$ cat config.mk
export PLATFORM = sky130hd
export DESIGN_NAME = cordic_nco_iter_flat
export DESIGN_NICKNAME = d
export VERILOG_FILES = /design/src/rtl/cordic_pkg.sv /design/src/rtl/cordic_nco_iter_if.sv /design/src/rtl/cordic_quadrant_sat.sv /design/src/rtl/cordic_nco_iter.sv /design/src/flat_wrapper.sv
export SDC_FILE = /design/constraint.sdc
export NUM_CORES = 2
export LEC_CHECK = 0
export BUFFER_PORTS_ARGS = -buffer_cell sky130_fd_sc_hd__buf_4
export CAP_MARGIN = 10
export CORE_ASPECT_RATIO = 1.4
export CORE_MARGIN = 2
export CORE_UTILIZATION = 63
export CTS_CLUSTER_SIZE = 16
export DETAILED_ROUTE_END_ITERATION = 6
export PLACE_DENSITY_LB_ADDON = 0.25
export SLEW_MARGIN = 20
export SYNTH_ARGS = -nofsm -noshare
export SYNTH_HDL_FRONTEND = slang
export SYNTH_SLANG_ARGS = --single-unit
$ cat constraint.sdc
create_clock -name clk -period 8.6 [get_ports clk]
set_input_delay 1.72 -clock clk [delete_from_list [all_inputs] [get_ports clk]]
set_output_delay 1.72 -clock clk [all_outputs]
set_load 0.05 [all_outputs]
$ cat src/rtl/cordic_pkg.sv
// cordic_pkg: shared types, arctangent table and gain constant for the CORDIC NCO.
// Contents: state_t FSM encoding, ATAN_TABLE (atan(2^-i), 2^32 = full circle),
// k_init() returning round(0.6072529 * 2^(dw-1)).
package cordic_pkg;

    typedef enum logic [2:0] {IDLE, ROTATE, FOLD, SCALE, HOLD} state_t;

    localparam logic [31:0] ATAN_TABLE [32] = '{
        32'h20000000, 32'h12E4051E, 32'h09FB385B, 32'h051111D4,
        32'h028B0D43, 32'h0145D7E1, 32'h00A2F61E, 32'h00517C55,
        32'h0028BE53, 32'h00145F2F, 32'h000A2F98, 32'h000517CC,
        32'h00028BE6, 32'h000145F3, 32'h0000A2FA, 32'h0000517D,
        32'h000028BE, 32'h0000145F, 32'h00000A30, 32'h00000518,
        32'h0000028C, 32'h00000146, 32'h000000A3, 32'h00000051,
        32'h00000029, 32'h00000014, 32'h0000000A, 32'h00000005,
        32'h00000003, 32'h00000001, 32'h00000001, 32'h00000000
    };

    // Pre-scales the start vector so the CORDIC gain lands on unit amplitude.
    function automatic longint k_init(input int dw);
        return (longint'(6072529) * (longint'(1) << (dw - 1)) + longint'(5000000)) / longint'(10000000);
    endfunction

endpackage

$ cat src/rtl/cordic_nco_iter_if.sv
// cordic_nco_iter_if: request/result handshake bundle for cordic_nco_iter.
// Request side: in_valid/in_ready, in_mode, in_phase, in_amp, phase_clr.
// Result side: out_valid/out_ready, cos_out, sin_out, phase_acc.
interface cordic_nco_iter_if #(
    parameter int DATA_WIDTH  = 16,
    parameter int PHASE_WIDTH = 16,
    parameter int AMP_WIDTH   = 16
);
    logic                                in_valid;
    logic                                in_ready;
    logic                                in_mode;
    logic [PHASE_WIDTH-1:0]              in_phase;
    logic [AMP_WIDTH-1:0]                in_amp;
    logic                                phase_clr;
    logic                                out_valid;
    logic                                out_ready;
    logic signed [DATA_WIDTH+AMP_WIDTH-1:0] cos_out;
    logic signed [DATA_WIDTH+AMP_WIDTH-1:0] sin_out;
    logic [PHASE_WIDTH-1:0]              phase_acc;

    modport master (
        output in_valid, in_mode, in_phase, in_amp, phase_clr, out_ready,
        input  in_ready, out_valid, cos_out, sin_out, phase_acc
    );

    modport slave (
        input  in_valid, in_mode, in_phase, in_amp, phase_clr, out_ready,
        output in_ready, out_valid, cos_out, sin_out, phase_acc
    );
endinterface

$ cat src/rtl/cordic_quadrant_sat.sv
// cordic_quadrant_sat: maps the first-quadrant CORDIC vector back to the full circle and saturates.
// Ports: i_x/i_y first-quadrant vector, i_q quadrant, o_c/o_s saturated cos/sin.
module cordic_quadrant_sat #(
    parameter int DATA_WIDTH = 16
) (
    input  logic signed [DATA_WIDTH+1:0] i_x,
    input  logic signed [DATA_WIDTH+1:0] i_y,
    input  logic [1:0]                   i_q,
    output logic signed [DATA_WIDTH-1:0] o_c,
    output logic signed [DATA_WIDTH-1:0] o_s
);
    localparam int DW = DATA_WIDTH;
    localparam logic signed [DW+1:0] MAX_W = (DW+2)'((1 << (DW - 1)) - 1);
    localparam logic signed [DW-1:0] MAX_N = DW'((1 << (DW - 1)) - 1);

    logic signed [DW+1:0] w_c, w_s;

    // Symmetric clamp keeps -cos(x) == cos(x+180) bit-exact at full scale.
    function automatic logic signed [DW-1:0] sat(input logic signed [DW+1:0] v);
        return v > MAX_W ? MAX_N : (v < -MAX_W ? -MAX_N : v[DW-1:0]);
    endfunction

    always_comb begin
        w_c = i_q == 2'd0 ? i_x : (i_q == 2'd1 ? -i_y : (i_q == 2'd2 ? -i_x : i_y));
        w_s = i_q == 2'd0 ? i_y : (i_q == 2'd1 ? i_x : (i_q == 2'd2 ? -i_y : -i_x));
        o_c = sat(w_c);
        o_s = sat(w_s);
    end
endmodule

$ cat src/rtl/cordic_nco_iter.sv
// cordic_nco_iter: iterative rotation-mode CORDIC sin/cos with amplitude scaling and NCO accumulator.
// Ports: clk, rst (sync, active-high), bus (slave side of cordic_nco_iter_if).
module cordic_nco_iter
    import cordic_pkg::*;
#(
    parameter int DATA_WIDTH  = 16,
    parameter int PHASE_WIDTH = 16,
    parameter int AMP_WIDTH   = 16,
    parameter int ITER        = 16
) (
    input logic              clk,
    input logic              rst,
    cordic_nco_iter_if.slave bus
);
    localparam int DW = DATA_WIDTH;
    localparam int PW = PHASE_WIDTH;
    localparam int AW = AMP_WIDTH;
    localparam logic signed [DW+1:0] K_INIT = (DW+2)'(k_init(DW));
    localparam logic [4:0] LAST = 5'(ITER - 1);

    state_t                 r_state, w_state_next;
    logic [PW-1:0]          r_acc;
    logic [1:0]             r_q;
    logic signed [DW+1:0]   r_x, r_y, w_xs, w_ys;
    logic signed [PW:0]     r_z, w_atan;
    logic [4:0]             r_iter;
    logic [AW-1:0]          r_amp;
    logic signed [DW-1:0]   r_c, r_s, w_c, w_s;
    logic signed [DW+AW-1:0] r_cos, r_sin, w_c_ext, w_s_ext, w_amp_ext;
    logic                   r_out_valid;
    logic                   w_accept;
    logic [PW-1:0]          w_angle;

    assign w_accept  = bus.in_valid && (r_state == IDLE);
    // NCO mode rotates by the accumulator value before the increment is added.
    assign w_angle   = !bus.in_mode ? bus.in_phase : (bus.phase_clr ? '0 : r_acc);
    assign w_atan    = (PW+1)'(ATAN_TABLE[r_iter] >> (32 - PW));
    assign w_xs      = r_x >>> r_iter;
    assign w_ys      = r_y >>> r_iter;
    assign w_c_ext   = {{AW{r_c[DW-1]}}, r_c};
    assign w_s_ext   = {{AW{r_s[DW-1]}}, r_s};
    assign w_amp_ext = {{DW{1'b0}}, r_amp};

    assign bus.in_ready  = (r_state == IDLE);
    assign bus.out_valid = r_out_valid;
    assign bus.cos_out   = r_cos;
    assign bus.sin_out   = r_sin;
    assign bus.phase_acc = r_acc;

    cordic_quadrant_sat #(.DATA_WIDTH(DW)) u_fold (
        .i_x(r_x),
        .i_y(r_y),
        .i_q(r_q),
        .o_c(w_c),
        .o_s(w_s)
    );

    always_ff @(posedge clk) begin
        if (rst) r_state <= IDLE;
        else     r_state <= w_state_next;
    end

    always_comb begin
        w_state_next = r_state;
        case (r_state)
            IDLE:    w_state_next = w_accept ? ROTATE : IDLE;
            ROTATE:  w_state_next = (r_iter == LAST) ? FOLD : ROTATE;
            FOLD:    w_state_next = SCALE;
            SCALE:   w_state_next = HOLD;
            HOLD:    w_state_next = bus.out_ready ? IDLE : HOLD;
            default: w_state_next = IDLE;
        endcase
    end

    always_ff @(posedge clk) begin
        if (rst) begin
            r_acc       <= '0;
            r_out_valid <= 1'b0;
            r_cos       <= '0;
            r_sin       <= '0;
        end else begin
            r_acc <= (w_accept && bus.in_mode) ? (bus.phase_clr ? bus.in_phase : r_acc + bus.in_phase)
                   : (bus.phase_clr ? '0 : r_acc);
            if (w_accept) begin
                r_q    <= w_angle[PW-1 -: 2];
                r_z    <= $signed({3'b000, w_angle[PW-3:0]});
                r_x    <= K_INIT;
                r_y    <= '0;
                r_amp  <= bus.in_amp;
                r_iter <= '0;
            end
            if (r_state == ROTATE) begin
                r_x    <= r_z[PW] ? r_x + w_ys : r_x - w_ys;
                r_y    <= r_z[PW] ? r_y - w_xs : r_y + w_xs;
                r_z    <= r_z[PW] ? r_z + w_atan : r_z - w_atan;
                r_iter <= r_iter + 5'd1;
            end
            if (r_state == FOLD) begin
                r_c <= w_c;
                r_s <= w_s;
            end
            if (r_state == SCALE) begin
                r_cos       <= w_c_ext * w_amp_ext;
                r_sin       <= w_s_ext * w_amp_ext;
                r_out_valid <= 1'b1;
            end
            if (r_state == HOLD && bus.out_ready) r_out_valid <= 1'b0;
        end
    end
endmodule

$ cat src/flat_wrapper.sv
// flat-port wrapper written by rule: the top's interface ports become plain ports
module cordic_nco_iter_flat import cordic_pkg::*;
#(
    parameter int DATA_WIDTH  = 16,
    parameter int PHASE_WIDTH = 16,
    parameter int AMP_WIDTH   = 16,
    parameter int ITER        = 16
)
  (clk, rst, bus_in_valid, bus_in_mode, bus_in_phase, bus_in_amp, bus_phase_clr, bus_out_ready, bus_in_ready, bus_out_valid, bus_cos_out, bus_sin_out, bus_phase_acc);
  cordic_nco_iter_if #(.DATA_WIDTH(DATA_WIDTH), .PHASE_WIDTH(PHASE_WIDTH), .AMP_WIDTH(AMP_WIDTH)) bus_i ();
  input logic clk;
  input logic rst;
  input wire logic [$bits(bus_i.in_valid)-1:0] bus_in_valid;
  input wire logic [$bits(bus_i.in_mode)-1:0] bus_in_mode;
  input wire logic [$bits(bus_i.in_phase)-1:0] bus_in_phase;
  input wire logic [$bits(bus_i.in_amp)-1:0] bus_in_amp;
  input wire logic [$bits(bus_i.phase_clr)-1:0] bus_phase_clr;
  input wire logic [$bits(bus_i.out_ready)-1:0] bus_out_ready;
  output wire logic [$bits(bus_i.in_ready)-1:0] bus_in_ready;
  output wire logic [$bits(bus_i.out_valid)-1:0] bus_out_valid;
  output wire logic [$bits(bus_i.cos_out)-1:0] bus_cos_out;
  output wire logic [$bits(bus_i.sin_out)-1:0] bus_sin_out;
  output wire logic [$bits(bus_i.phase_acc)-1:0] bus_phase_acc;
  assign bus_i.in_valid = bus_in_valid;
  assign bus_i.in_mode = bus_in_mode;
  assign bus_i.in_phase = bus_in_phase;
  assign bus_i.in_amp = bus_in_amp;
  assign bus_i.phase_clr = bus_phase_clr;
  assign bus_i.out_ready = bus_out_ready;
  assign bus_in_ready = bus_i.in_ready;
  assign bus_out_valid = bus_i.out_valid;
  assign bus_cos_out = bus_i.cos_out;
  assign bus_sin_out = bus_i.sin_out;
  assign bus_phase_acc = bus_i.phase_acc;
  cordic_nco_iter #(.DATA_WIDTH(DATA_WIDTH), .PHASE_WIDTH(PHASE_WIDTH), .AMP_WIDTH(AMP_WIDTH), .ITER(ITER)) u_core (.clk(clk), .rst(rst), .bus(bus_i));
endmodule
# After elaboration in Yosys (flattened, before gate mapping)
# Memories as Yosys holds them, arrays and structs flattened.
# Cells that the tools add are included.
# W data, S select, Z words.
[totals] register_bits=192 rom_bits=1024 in_bits=38 wordCells=85 n_memories=1
[mem_list] memory="(no name shown)" words=32 word_bits=32 rd=1 rd_clocked_by_memory_dff=0 wr=0 line_no="cordic_nco_iter.sv:37" text="assign w_atan = (PW+1)'(ATAN_TABLE[r_iter] >> (32 - PW));"
[op_classes] add_sub_neg=10 mul=2 n_lt_le_gt_ge=5 n_eq_ne=7 shifts=2 mux=29 n_bitwise=2 n_reduce_logical=12
[ops] cell="$mux W18" count=12
[ops] cell="$mux W16" count=6
[ops] cell="$mul A16 B17 Y32" count=2
[ops] cell="$mux W32" count=2
[ops] cell="$mux W17" count=3
[ops] cell="$add A18 B18 Y18" count=2
[ops] cell="$gt A18 B16 Y1 const B" count=2
[ops] cell="$lt A18 B16 Y1 const B" count=2
[ops] cell="$neg A18 Y18" count=2
[ops] cell="$sshr A18 B5 Y18" count=2
[ops] cell="$sub A18 B18 Y18" count=2
[ops] cell="$add A17 B17 Y17" count=1
[ops] cell="$sub A17 B17 Y17" count=1
[ops] cell="$add A16 B16 Y16" count=1
[ops] cell="$pmux W3 S5" count=1
[ops] cell="$mux W5" count=2
[ops] cell="$eq A3 B2 Y1 const B" count=2
[ops] cell="$ge A6 B6 Y1 const B" count=1
[ops] cell="$not A5 Y6" count=1
[ops] cell="$reduce_and A2 Y1" count=3
[ops] cell="$reduce_or A2 Y1" count=3
[ops] cell="$add A5 B1 Y5 const B" count=1
[ops] cell="$eq A5 B4 Y1 const B" count=1
[ops] cell="$eq A3 B1 Y1 const B" count=1
[ops] cell="11 further kinds" count=13

# Depth between registers and ports, before layout
[depth] depth_word=7 ltp_mapped=24 mapped_depth_nobuf=22

# By module
# Synthesis repeated with hierarchy kept, for this count alone.
[hier_totals] hier_cells=3643 hier_area_um2=31896.8
[modules_own_cells] mod="cordic_nco_iter" instances=1 cells_each=3349 area_per_inst_um2=29955.0
[modules_own_cells] mod="cordic_quadrant_sat" instances=1 cells_each=294 area_per_inst_um2=1941.9

# Worst setup path before layout
# Ideal clock, no wire load.
[synth_path] kind="reg2reg" from="register u_core.r_c[1]" to="register u_core.r_cos[31], in the netlist u_core.bus.cos_out[31]" setup_ps=115 arrival_time_ps=6435 slack_ps=2049 stages_incl_launch_ff=23 path_buffers=2 period_less_slack_ps=6551 path_cell_list="edfxtp_1 -> clkbuf_1 -> nand2_1 -> fa_1 -> fa_1 -> fa_1 -> fa_1 -> inv_1 -> fa_1 -> inv_1 -> fa_1 -> inv_1 -> ha_1 -> clkbuf_1 -> and3_1 -> and3_1 -> o31ai_1 -> nor4bb_1 -> or4_1 -> a21oi_1 -> a21oi_1 -> or4_1 -> and3_1"
[synth_between] elab_chain_len=1
[synth_rtl] element="from (decl)" line_no="cordic_nco_iter.sv:28" text="logic signed [DW-1:0] r_c, r_s, w_c, w_s;"
[synth_rtl] element="from (signal assigned)" line_no="cordic_nco_iter.sv:99" text="r_c <= w_c;"
[synth_rtl] element="$mul A16 B17 Y32" line_no="cordic_nco_iter.sv:103" text="r_cos <= w_c_ext * w_amp_ext;"
[synth_rtl] element="to (signal assigned)" line_no="cordic_nco_iter.sv:103"
[synth_rtl] element="to (decl)" line_no="cordic_nco_iter.sv:29" text="logic signed [DW+AW-1:0] r_cos, r_sin, w_c_ext, w_s_ext, w_amp_ext;"
# Every way passes these cells.
# A chain may end at the register's enable or synchronous reset.

# Final worst setup path
# Ends and elaborated chain as after synthesis.

==> flow_summary.json <==
{
  "num_antenna_cells": 0,
  "grt_pass1_wl_um": 136000,
  "fmax_mhz": 140,
  "ys_types": 78,
  "power.total_mw": 6.30,
  "htreeDepth": 4,
  "final_util_pct": 67.3,
  "crit_type": "reg -> reg",
  "start_util_pct": 63.7,
  "end_kind": "flip-flop",
  "grt_pass1_vias": 27000,
  "seq_power_share_pct": 18.4,
  "critical_path_required_ns": 8.98,
  "routed_via_density": 6.06,
  "drtAntennaViolNets": 0,
  "cts_setup_buffers": 0,
  "maxCapViolCount": 0,
  "clk_latency_ns": 0.49,
  "synth_seq_area_share_pct": 15.4,
  "drtIter0Drc": 1616,
  "synth_warnings": 0,
  "die_w_um": 194,
  "p_per_area_nw_per_um2": 187,
  "slowest_delay_ns": 0.77,
  "violations": "DRC",
  "ys.flop_type": "edfxtp_1",
  "core_um2": 50100,
  "finalHoldViolCount": 0,
  "ys_seq_elements": 192,
  "switching_share_pct": 48.1,
  "cts_buffers": 17,
  "avgSynthCellArea_um2": 8.67,
  "synth_edf_count": 108,
  "fill_cells": 4115,
  "rsz0062_at_grt": "no",
  "antenna_found_initial": 1,
  "p_switching_mw": 3.03,
  "cts_tree": "built",
  "die_height_um": 270,
  "cpMostUsedCell": "fa_1",
  "vias": 26200,
  "outcome": "finished, violations left",
  "fin_nets": 4404,
  "grtUsageTotal_pct": 32.6,
  "synth_area_um2": 31900,
  "maxSlewHeadroom_pct": 31.8,
  "startpoint_type": "flip-flop",
  "hold_class": "reg -> reg",
  "syn_inst": 3683,
  "post-route-period-util_pct": 82.9,
  "ctsRootBufferMaster": "clkbuf_16",
  "multi_input_area_um2": 24300,
  "hold_buffers": 0,
  "dpl.hpwl_um": 63200,
  "p_leak_nw": 15.6,
  "setup_viol_count_final": 0,
  "synth_nets": 4424,
  "p_clk_share_pct": 12.9,
  "dr.pass1.iters": 7,
  "clock_skew_ns": 0.0209,
  "cp.arrival_ns": 7.51,
  "post_cts_resize_count": 0,
  "register_area_um2": 4920,
  "io_pins": 120,
  "cp_max_fo": 16,
  "tns_ns": 0,
  "async_reset_ff_share_pct": 0,
  "row_count": 97,
  "cts_buffer_depth": 2,
  "drc": 3,
  "crit_slowest_cell": "edfxtp_1",
  "tightest_slew_ns": 1.02,
  "slew_viol_final": 0,
  "io_buffer_count": 119,
  "clock-sinks": 192,
  "drive_gt1_share_pct": 7.45,
  "grt_max_degree": 88,
  "globalplace.congestion": 0.985,
  "die_area_um2": 52600,
  "wire_per_inst_um": 19.1,
  "path_clk_slew_ns": 0.09,
  "combinationalPowerShare_pct": 68.8,
  "grt_remaining_overflow": 0,
  "area.growth.synth_to_final_pct": 5.66,
  "wirelength_um": 82700,
  "crit_chain": "nand2_1 > fa_1 > fa_1 > fa_1 > fa_1 > inv_1 > fa_1 > inv_1 > fa_1 > inv_1 > ha_1 > a21oi_1 > o211ai_1 > o31ai_1 > nor4bb_1 > or4_1 > a21oi_1 > a21oi_1 > or4_1 > and3_1",
  "min_period_ns": 7.13,
  "p_int_mw": 3.27,
  "irDropWorstVdd_mv": 0.186
}
## power groups by stage
stage / clock network (mW) / registers, mW / logic, mW
floorplan: 0 / 1.12 / 3.35
global placement: 0 / 1.17 / 4.22
detailed placement: 0 / 1.17 / 4.27
CTS: 0.821 / 1.15 / 4.31
global route: 0.849 / 1.16 / 4.86
finish: 0.810 / 1.16 / 4.33
## kinds of logic (layout without fill, tap and decap cells)
kind of cell / Yosys count / count (layout) / share of synthesized area (%)
simple gates: 1150 / 1150 / 17.5
buf+inv: 720 / 713 / 8.59
fa+ha+maj: 703 / 703 / 36.7
compound gates: 657 / 657 / 13.0
flops: 192 / 192 / 15.4
xor+xnor: 183 / 183 / 5.02
mux: 78 / 78 / 3.66
## flip-flops by register name, indices dropped and copies added (netlist names)
name and count:
u_core.r_state 3, u_core.r_c 16, u_core.r_amp 16, u_core.bus.out_valid 1
u_core.r_s 16, u_core.r_x 18, u_core.r_iter 5, u_core.r_z 17
u_core.r_q 2, u_core.bus.phase_acc 16, u_core.r_y 18, u_core.bus.cos_out 32
u_core.bus.sin_out 32
## path summary, 6_finish.rpt
path	startpoint	slack, ns	cells after the start	endpoint
max	u_core.r_c[1]	1.47	20	u_core.bus.cos_out[31]
min	u_core.bus.cos_out[3]	0.46	2	u_core.bus.cos_out[3]
max reg2reg	u_core.r_c[1]	1.47	20	u_core.bus.cos_out[31]
min reg2reg	u_core.bus.cos_out[3]	0.46	2	u_core.bus.cos_out[3]
## layer usage
| metal | track usage [%] | share of wire (%) |
|---|---|---|
| met4 | 20.8 | 6.8 |
| met3 | 4.16 | 5.3 |
| met5 | 0 | 0.016 |
| met1 | 36.3 | 36 |
| met2 | 58.8 | 52 |
## layout make-up
class	instances	area share, %
clock buffer	21	1.33
clock inverter	11	0.304
inverter	525	5.84
multi-input combinational	2771	72.0
sequential	192	14.6
tap	643	2.38
timing repair buffer	156	3.53
## cells in the mapped netlist (25+ instances only)
master	number	share of area, %
inv_1	517	6.1
nand2_1	453	5.3
fa_1	392	25
ha_1	311	12
and2_1	242	4.7
a21oi_1	209	3.3
nor2_1	189	2.2
clkbuf_1	170	2.0
o21ai_0	130	2.0
xnor2_1	114	3.1
edfxtp_1	108	10
dfxtp_1	84	5.3
xor2_1	69	1.9
nand2b_1	49	0.96
nor3_1	44	0.69
a21o_1	41	0.96
a31oi_1	40	0.78
mux2i_1	37	1.2
nand3_1	36	0.56
a211oi_1	31	0.73
mux4_2	30	2.1
o21a_1	25	0.59
## cell usage in the layout (no fill, tap or decap), types with 14 or more instances in the layout
cell type / count
a211oi_1: 31
a31oi_1: 40
o21bai_1: 19
or3_1: 22
inv_1: 517
xor2_1: 69
a221oi_1: 16
nor2_1: 186
clkbuf_16: 17
dfxtp_1: 84
and2_1: 242
buf_4: 153
nor2b_1: 15
xnor2_1: 114
o21ai_0: 130
o21a_1: 25
nor3_1: 43
a21o_1: 41
nand3_1: 36
a21oi_1: 208
or2_2: 14
fa_1: 392
and3_1: 17
mux2i_1: 37
nand2_1: 453
mux4_2: 30
ha_1: 311
edfxtp_1: 108
o31ai_1: 24
nand2b_1: 49
o211ai_1: 19
## worst max-delay path, delay by kind of cell, from the launching register on
kind | cells | cell delay (ns)
flops | 1 | 0.77
buf+inv | 3 | 0.16
fa+ha+maj | 7 | 3.47
compound gates | 5 | 1.18
simple gates | 5 | 1.43
## per-stage QoR
step           instance area, um2  hold slack [ns]  instances  setup slack, ns
2_1_floorplan               31900            0.616       3683             2.05
3_3_place_gp                33200            0.442       4284             1.43
3_5_place_dp                33200            0.447       4286             1.25
4_1_cts                     33700            0.457       4318             1.23
5_1_grt                     33800            0.471       4319             1.13
6_report                    33800            0.456       4319             1.47
(Power assumes the default switching activity.)
